<file path="src/rtl/insn_fetch_ctrl.sv">
// Instruction fetch sequencer: one outstanding imem request, opcode screening, redirects and illegal-opcode trap.
// Optional macro RETIRE_CNT_EN builds the retire counter; otherwise o_retire_cnt is tied to 0.
module insn_fetch_ctrl #(
   parameter logic [31:0] RESET_PC = 32'h0000_0000,
   parameter int          CNT_W    = 32
) (
   input  logic             i_clk,
   input  logic             i_reset,
   output logic             o_imem_req,
   output logic [31:0]      o_imem_addr,
   input  logic             i_imem_ack,
   input  logic [31:0]      i_imem_rdata,
   output logic [31:0]      o_inst,
   output logic [31:0]      o_inst_pc,
   output logic             o_inst_vld,
   input  logic             i_inst_rdy,
   input  logic             i_redirect,
   input  logic [31:0]      i_redirect_pc,
   output logic             o_illegal,
   output logic [31:0]      o_illegal_pc,
   input  logic             i_illegal_clr,
   output logic [CNT_W-1:0] o_retire_cnt
);

   typedef enum logic [2:0] {IDLE, REQ, HOLD, DRAIN, TRAP} state_t;

   state_t      state_q, state_d;
   logic [31:0] pc_q, pc_d;
   logic [31:0] drain_addr_q, drain_addr_d;
   logic [31:0] inst_q, inst_d;
   logic [31:0] inst_pc_q, inst_pc_d;
   logic [31:0] illegal_pc_q, illegal_pc_d;
   logic [31:0] redirect_tgt;
   logic        opcode_ok;
   logic        handshake;

   assign redirect_tgt = i_redirect_pc & ~32'h3;
   assign handshake    = (state_q == HOLD) && i_inst_rdy;

   always_comb begin
      case (i_imem_rdata[6:0])
         7'b0110011, 7'b0010011, 7'b0000011, 7'b0100011, 7'b1100011,
         7'b1101111, 7'b1100111, 7'b0110111, 7'b0010111: opcode_ok = 1'b1;
         default:                                        opcode_ok = 1'b0;
      endcase
   end

   always_ff @(posedge i_clk or negedge i_reset) begin
      if (!i_reset) begin
         state_q      <= IDLE;
         pc_q         <= RESET_PC;
         drain_addr_q <= RESET_PC;
         inst_q       <= '0;
         inst_pc_q    <= '0;
         illegal_pc_q <= '0;
      end else begin
         state_q      <= state_d;
         pc_q         <= pc_d;
         drain_addr_q <= drain_addr_d;
         inst_q       <= inst_d;
         inst_pc_q    <= inst_pc_d;
         illegal_pc_q <= illegal_pc_d;
      end
   end

   always_comb begin
      state_d = state_q;
      case (state_q)
         IDLE:  state_d = REQ;
         REQ: begin
            if (i_redirect)      state_d = i_imem_ack ? REQ : DRAIN;
            else if (i_imem_ack) state_d = opcode_ok ? HOLD : TRAP;
         end
         HOLD:  if (i_redirect || handshake) state_d = REQ;
         DRAIN: if (i_imem_ack) state_d = REQ;
         TRAP:  if (i_redirect || i_illegal_clr) state_d = REQ;
         default: state_d = IDLE;
      endcase
   end

   // A redirect always wins over the sequential pc update in every state.
   always_comb begin
      pc_d         = pc_q;
      drain_addr_d = drain_addr_q;
      inst_d       = inst_q;
      inst_pc_d    = inst_pc_q;
      illegal_pc_d = illegal_pc_q;
      case (state_q)
         REQ: begin
            if (i_redirect) begin
               pc_d         = redirect_tgt;
               drain_addr_d = pc_q;
            end else if (i_imem_ack) begin
               if (opcode_ok) begin
                  inst_d    = i_imem_rdata;
                  inst_pc_d = pc_q;
               end else begin
                  illegal_pc_d = pc_q;
               end
            end
         end
         HOLD: begin
            if (i_redirect)     pc_d = redirect_tgt;
            else if (handshake) pc_d = pc_q + 32'd4;
         end
         TRAP: begin
            if (i_redirect)         pc_d = redirect_tgt;
            else if (i_illegal_clr) pc_d = illegal_pc_q + 32'd4;
         end
         default: begin
            if (i_redirect) pc_d = redirect_tgt;
         end
      endcase
   end

   always_comb begin
      o_imem_req  = (state_q == REQ) || (state_q == DRAIN);
      o_imem_addr = (state_q == DRAIN) ? drain_addr_q : pc_q;
      o_inst_vld  = (state_q == HOLD);
      o_illegal   = (state_q == TRAP);
   end

   assign o_inst       = inst_q;
   assign o_inst_pc    = inst_pc_q;
   assign o_illegal_pc = illegal_pc_q;

`ifdef RETIRE_CNT_EN
   logic [CNT_W-1:0] retire_cnt_q, retire_cnt_d;

   always_comb begin
      retire_cnt_d = retire_cnt_q;
      if (handshake) retire_cnt_d = retire_cnt_q + CNT_W'(1);
   end

   always_ff @(posedge i_clk or negedge i_reset) begin
      if (!i_reset) retire_cnt_q <= '0;
      else          retire_cnt_q <= retire_cnt_d;
   end

   assign o_retire_cnt = retire_cnt_q;
`else
   assign o_retire_cnt = '0;
`endif

endmodule

</file>
<file path="config.mk">
export PLATFORM = sky130hd
export DESIGN_NAME = insn_fetch_ctrl
export DESIGN_NICKNAME = d
export VERILOG_FILES = /design/src/rtl/insn_fetch_ctrl.sv
export SDC_FILE = /design/constraint.sdc
export NUM_CORES = 1
export LEC_CHECK = 0
export BUFFER_PORTS_ARGS = -buffer_cell sky130_fd_sc_hd__buf_2
export CORE_MARGIN = 1
export CORE_UTILIZATION = 50
export CTS_CLUSTER_SIZE = 40
export DETAILED_ROUTE_END_ITERATION = 10
export HOLD_SLACK_MARGIN = 0.05
export PLACE_DENSITY = 0.76
export SETUP_SLACK_MARGIN = 0.2
export SLEW_MARGIN = 20
export SYNTH_ARGS = -nofsm -noshare
export SYNTH_HDL_FRONTEND = slang
export SYNTH_SLANG_ARGS = --single-unit
export TNS_END_PERCENT = 50
</file>
<file path="constraint.sdc">
create_clock -name i_clk -period 2.2 [get_ports i_clk]
set_input_delay 0 -clock i_clk [delete_from_list [all_inputs] [get_ports i_clk]]
set_output_delay 0 -clock i_clk [all_outputs]
set_load 0.01 [all_outputs]
</file>
Word level (Yosys, flattened, before mapping)
Cells that the tools add are included.

word-level totals
  flip-flop bits (word level) = 163
  output and inout bits = 163
  logic and storage cells = 57

operators by class
  add/sub/neg operators = 2
  equal/unequal tests = 19
  muxes and demuxes = 16
  bitwise operators = 2
  reduce and logical (&&, ||, !) cells = 12

operator list
  kind                                                                     number
  32-bit 2-to-1 mux                                                        6
  32-bit by 3-bit adder with 32-bit output, second input constant          2
  32-bit case mux with 2 select lines                                      1
  7-bit by 6-bit equality test with 1-bit output, second input constant    3
  7-bit equality test, second input constant                               3
  3-bit 2-to-1 mux                                                         6
  3-bit case mux with 5 select lines                                       1
  7-bit by 5-bit equality test with 1-bit output, second input constant    2
  4-bit AND reduction                                                      3
  9-bit OR reduction                                                       1
  7-bit by 2-bit equality test with 1-bit output, second input constant    1
  3-bit by 2-bit equality test with 1-bit output, second input constant    2
  2-bit by 1-bit inequality test with 1-bit output, second input constant  2
  3-bit by 1-bit equality test with 1-bit output, second input constant    1
  3-bit equality test, second input constant                               1
  3-bit logical NOT                                                        1
  1-bit logical OR                                                         3
  3-bit by 1-bit inequality test with 1-bit output, second input constant  1
  3-bit by 2-bit inequality test with 1-bit output, second input constant  1
  3-bit inequality test, second input constant                             1
  3-bit AND reduction                                                      1
  3-bit nonzero test                                                       1
  2-bit 2-to-1 mux                                                         1
  2-bit inequality test, second input constant                             1
  4 further kinds                                                          5

Depth between registers and ports, before layout
  depth after elaboration = 7
  gate-level depth with buffers = 9
  gate-level depth less buffers = 7

Worst setup path after synthesis
OpenSTA, ideal clock, no wires.

  path kind = flip-flop to flip-flop
  from = register pc_q[3]
  to = register pc_q[24]
  setup time = 136 ps
  data arrival time = 1796 ps
  data required time = 2064 ps
  setup slack = 268 ps
  cell stages (with the launch flop) = 8
  buffers on the path = 0
  period minus slack after synthesis = 1932 ps
  cells stage by stage = dfrtp_1 -> ha_1 -> nand4_1 -> nor4_2 -> and3_1 -> a21oi_1 -> o211ai_1 -> o211ai_1

between the ends
  cells in the longest elaborated chain, start to end = 4

ends and longest elaborated chain
  item                                      line  text
  from (decl)                               28    logic [31:0] pc_q, pc_d;
  from (signal assigned)                    58    pc_q <= pc_d;
  32-bit by 3-bit adder with 32-bit output  104   else if (handshake) pc_d = pc_q + 32'd4;
  32-bit 2-to-1 mux                         104
  32-bit 2-to-1 mux                         103   if (i_redirect) pc_d = redirect_tgt;
  32-bit case mux with 2 select lines       88    case (state_q)

No other way between the ends. The select of a mux whose other input is x is not followed.
A chain may end at the register's enable or synchronous reset.

Final worst setup path
  from = register state_q[2]
  to = register pc_q[17]

between the ends
  cells in the longest elaborated chain, start to end = 4
  elaborated cells between the ends (all ways) = 8

ends and longest elaborated chain
  item                                                               line    text
  from (decl)                                                        27      state_t state_q, state_d;
  from (signal assigned)                                             57      state_q <= state_d;
  3-bit by 2-bit equality test with 1-bit output                     38, 88
  1-bit logical AND                                                  38      assign handshake = (state_q == HOLD) && i_inst_rdy;
  3-bit by 1-bit inequality test with 1-bit output (no source line)  --
  3-bit AND reduction (no source line)                               --

Parallel ways exist; a longest one is shown, timed or not.

==> impl_metrics.tcl <==
set metrics [dict create \
    outcome "complete, no violations" \
    critPathMostFrequentCell "buf_4" \
    synthArstFlopShare_pct 100.0 \
    die_h_microns 133.9 \
    clkTransAtPathRegs_ns 0.07 \
    port_buffers 198 \
    max_slew_margin_pct 62.03 \
    setup_violations 0 \
    cp_slowest_stage_delay_ns 0.44 \
    io_pins 233 \
    fillers 1226 \
    yosysTopAreaCell "dfrtp_1" \
    cp-end-kind "flip-flop" \
    initial_core_util_pct 51.91 \
    grt_max_degree 68 \
    cp_max_fo 8 \
    yosysWarnings 0 \
    leakage_nw 5.449 \
    yosysSeqAreaShare_pct 46.89 \
    ys_types 64 \
    post-route-min-period_ns 1.970 \
    viasPerCell 5.689 \
    routed_wl_mm 25.70 \
    sequentialPowerShare_pct 38.8 \
    tightest_slew_ns 0.5695 \
    drc 0 \
    power_frac_comb_pct 35.5 \
    net-switching-power_mw 4.184 \
    diodes 0 \
    cts_root_buf "clkbuf_16" \
    fin_crit_sh_pct 89.54 \
    crit_path_cell_trace "buf_4 > nand2b_1 > a211o_1 > buf_4 > nor3_1 > o31a_1 > o21ai_0" \
    hold_class "in -> async" \
    die_w_microns 133.9 \
    grt_pass1_vias 7509 \
    switching_share_pct 33.70 \
    core_sq_um 16760 \
    final_antenna_net_count 0 \
    syn_area_sq_um 8700 \
    clockBufferDepth 2 \
    start_kind "flip-flop" \
    clkSinkCount 163 \
    synth_cells 793 \
    num_vias 7543 \
    h-tree-depth 4 \
    syn_to_final_growth_pct 33.96 \
    path_class "reg -> reg" \
    drt_iter0_drc 588 \
    yosys-top-cells-area "dfrtp_1, mux2_2, buf_4" \
    synth_seq_cells 163 \
    place_hpwl_mm 16.90 \
    nNetsFinal 1167 \
    grt_overflow 0 \
    synth_top_area_share_pct 46.89 \
    ir_worst_vdd_mv 0.6707 \
    post_drt_wl_per_cell_microns 19.38 \
    cts_tree "yes" \
    max_freq_mhz 507.6 \
    placed_area_sq_um 10100 \
    finalHoldViolCount 0 \
    drive_above_1_share_pct 42.86 \
    row_count 47 \
    regArea_sq_um 4093 \
    grt_pass1_wl_mm 39.46 \
    pwr-share-clk_pct 25.7 \
    slowest_stage "a211o_1" \
    power_mw 12.41 \
    cp.arrival_ns 2.26 \
    cp.required_ns 2.49 \
    fin_area_sq_um 11650 \
    antenna_found_initial 0 \
    slew_violations 0 \
    synth_edf_count 0 \
    power.density_nw_per_um2 1065 \
    dr.pass1.iters 6 \
    final_cell_mix "buf_2, dfrtp_1, mux2_2, buf_4, dlygate4sd3_1" \
    cap_violations 0 \
    dieArea_sq_um 17930 \
    finClkSkew_ns 0.01256 \
    clock_latency_ns 0.43 \
    rsz0062_at_grt "yes" \
    numCtsBuffers 17 \
    final_common_cell "buf_2" \
    multi_input_area_sq_um 4310 \
    synth_area_per_cell_sq_um 10.97 \
    intPower_mw 8.229 \
    grt.total_usage_pct 28.74 \
    setup_tns_ns 0 \
    ys.flop_type "dfrtp_1" \
    place_congestion 0.9473 \
]
[sequential cells by signal, indices dropped and copies added, names as in the netlist]
name / cells
o_inst: 32
state_q: 3
drain_addr_q: 32
o_inst_pc: 32
o_illegal_pc: 32
pc_q: 32
[worst max-delay path, delay by kind of cell (launching register included)]
kind | cells | cell delay (ns)
AOI/OAI and AO/OA | 3 | 0.71
buffers and inverters | 2 | 0.37
DFF | 1 | 0.43
and+or+nand+nor | 2 | 0.33
[power by group through the flow]
stage	Sequential, mW	Combinational [mW]	Clock [mW]
after floorplan	4.99	2.15	0
after global placement	4.77	4.00	0
after detailed placement	4.83	4.09	0
after CTS	4.79	4.24	3.23
after global routing	4.96	4.72	3.35
final	4.81	4.41	3.19
[final timing paths]
path / from / cells after the start / slack, ns / endpoint
worst max-delay path: state_q[2] / 7 / 0.23 / pc_q[17]
worst min-delay path: i_reset / 2 / 0.08 / o_inst_pc[27]
worst max register to register: state_q[2] / 7 / 0.23 / pc_q[17]
worst min register to register: o_inst[1] / 1 / 0.46 / o_inst[1]
max in group asynchronous: i_reset / 3 / 1.34 / pc_q[4]
min in group i_clk: i_imem_rdata[1] / 4 / 0.12 / state_q[2]
[through the flow]
stage / std cells / utilization, % / hold WS, ns / worst slack [ns]
after CTS: 1309 / 68.03 / 0.08086 / 0.1349
after floorplan: 824 / - / -0.2956 / 0.2681
after global routing: 1326 / 69.53 / 0.1107 / 0.1561
after detailed placement: 1213 / 60.25 / -0.04119 / 0.1592
after global placement: 1213 / 60.25 / -0.04180 / 0.2388
final: 1326 / 69.53 / 0.07639 / 0.2301
[layout make-up]
| cell class | count | area share [%] |
|---|---|---|
| Tap cell | 220 | 2.362 |
| Multi-Input combinational cell | 567 | 36.99 |
| Timing Repair Buffer | 338 | 19.91 |
| Clock inverter | 9 | 1.557 |
| Inverter | 8 | 0.2899 |
| Clock buffer | 21 | 3.779 |
| Sequential cell | 163 | 35.12 |
[per-layer routing]
metal	up-vias	GRT usage [%]	share of wire (%)
met1	3669	36.61	41
met4	0	11.93	3.0
met2	385	47.61	48
li1	3418	-	-
met3	71	5.971	8.0
met5	-	0	0
[Yosys cell counts (6+ instances only)]
cell,instances
xnor2_1,20
and3_1,7
buf_2,23
nand4_1,19
mux2_1,23
a21oi_1,18
o211ai_1,11
clkbuf_1,21
a31oi_1,9
nor3_1,14
o21ai_0,39
nor2_1,53
inv_1,8
xor2_1,15
a221oi_1,8
nand2_1,49
dfrtp_1,163
and2_1,7
mux2_2,131
buf_4,36
and4_1,6
nand2b_1,9
nand3_1,25
[cells by family (layout without fill, tap and decap cells)]
family | count (synthesis) | after routing | synth area share, %
other cells | 1 | 32 | 0.04311
flops | 163 | 163 | 46.89
fa+ha+maj | 2 | 2 | 0.2876
buf+inv | 94 | 376 | 6.026
compound gates | 125 | 125 | 9.637
xor+xnor | 35 | 35 | 3.524
mux | 156 | 156 | 20.16
simple gates | 217 | 217 | 13.43
[timing repair]
action                                  CTS  global route
pin swaps                                 0            12
gates resized for setup                   8            34
hold endpoints to repair                227             0
setup buffers                             1            16
endpoints found under the setup margin   44            88
hold buffers                             65             0
cloned                                    0             1
Note: power is estimated with default switching activity, not from simulation.
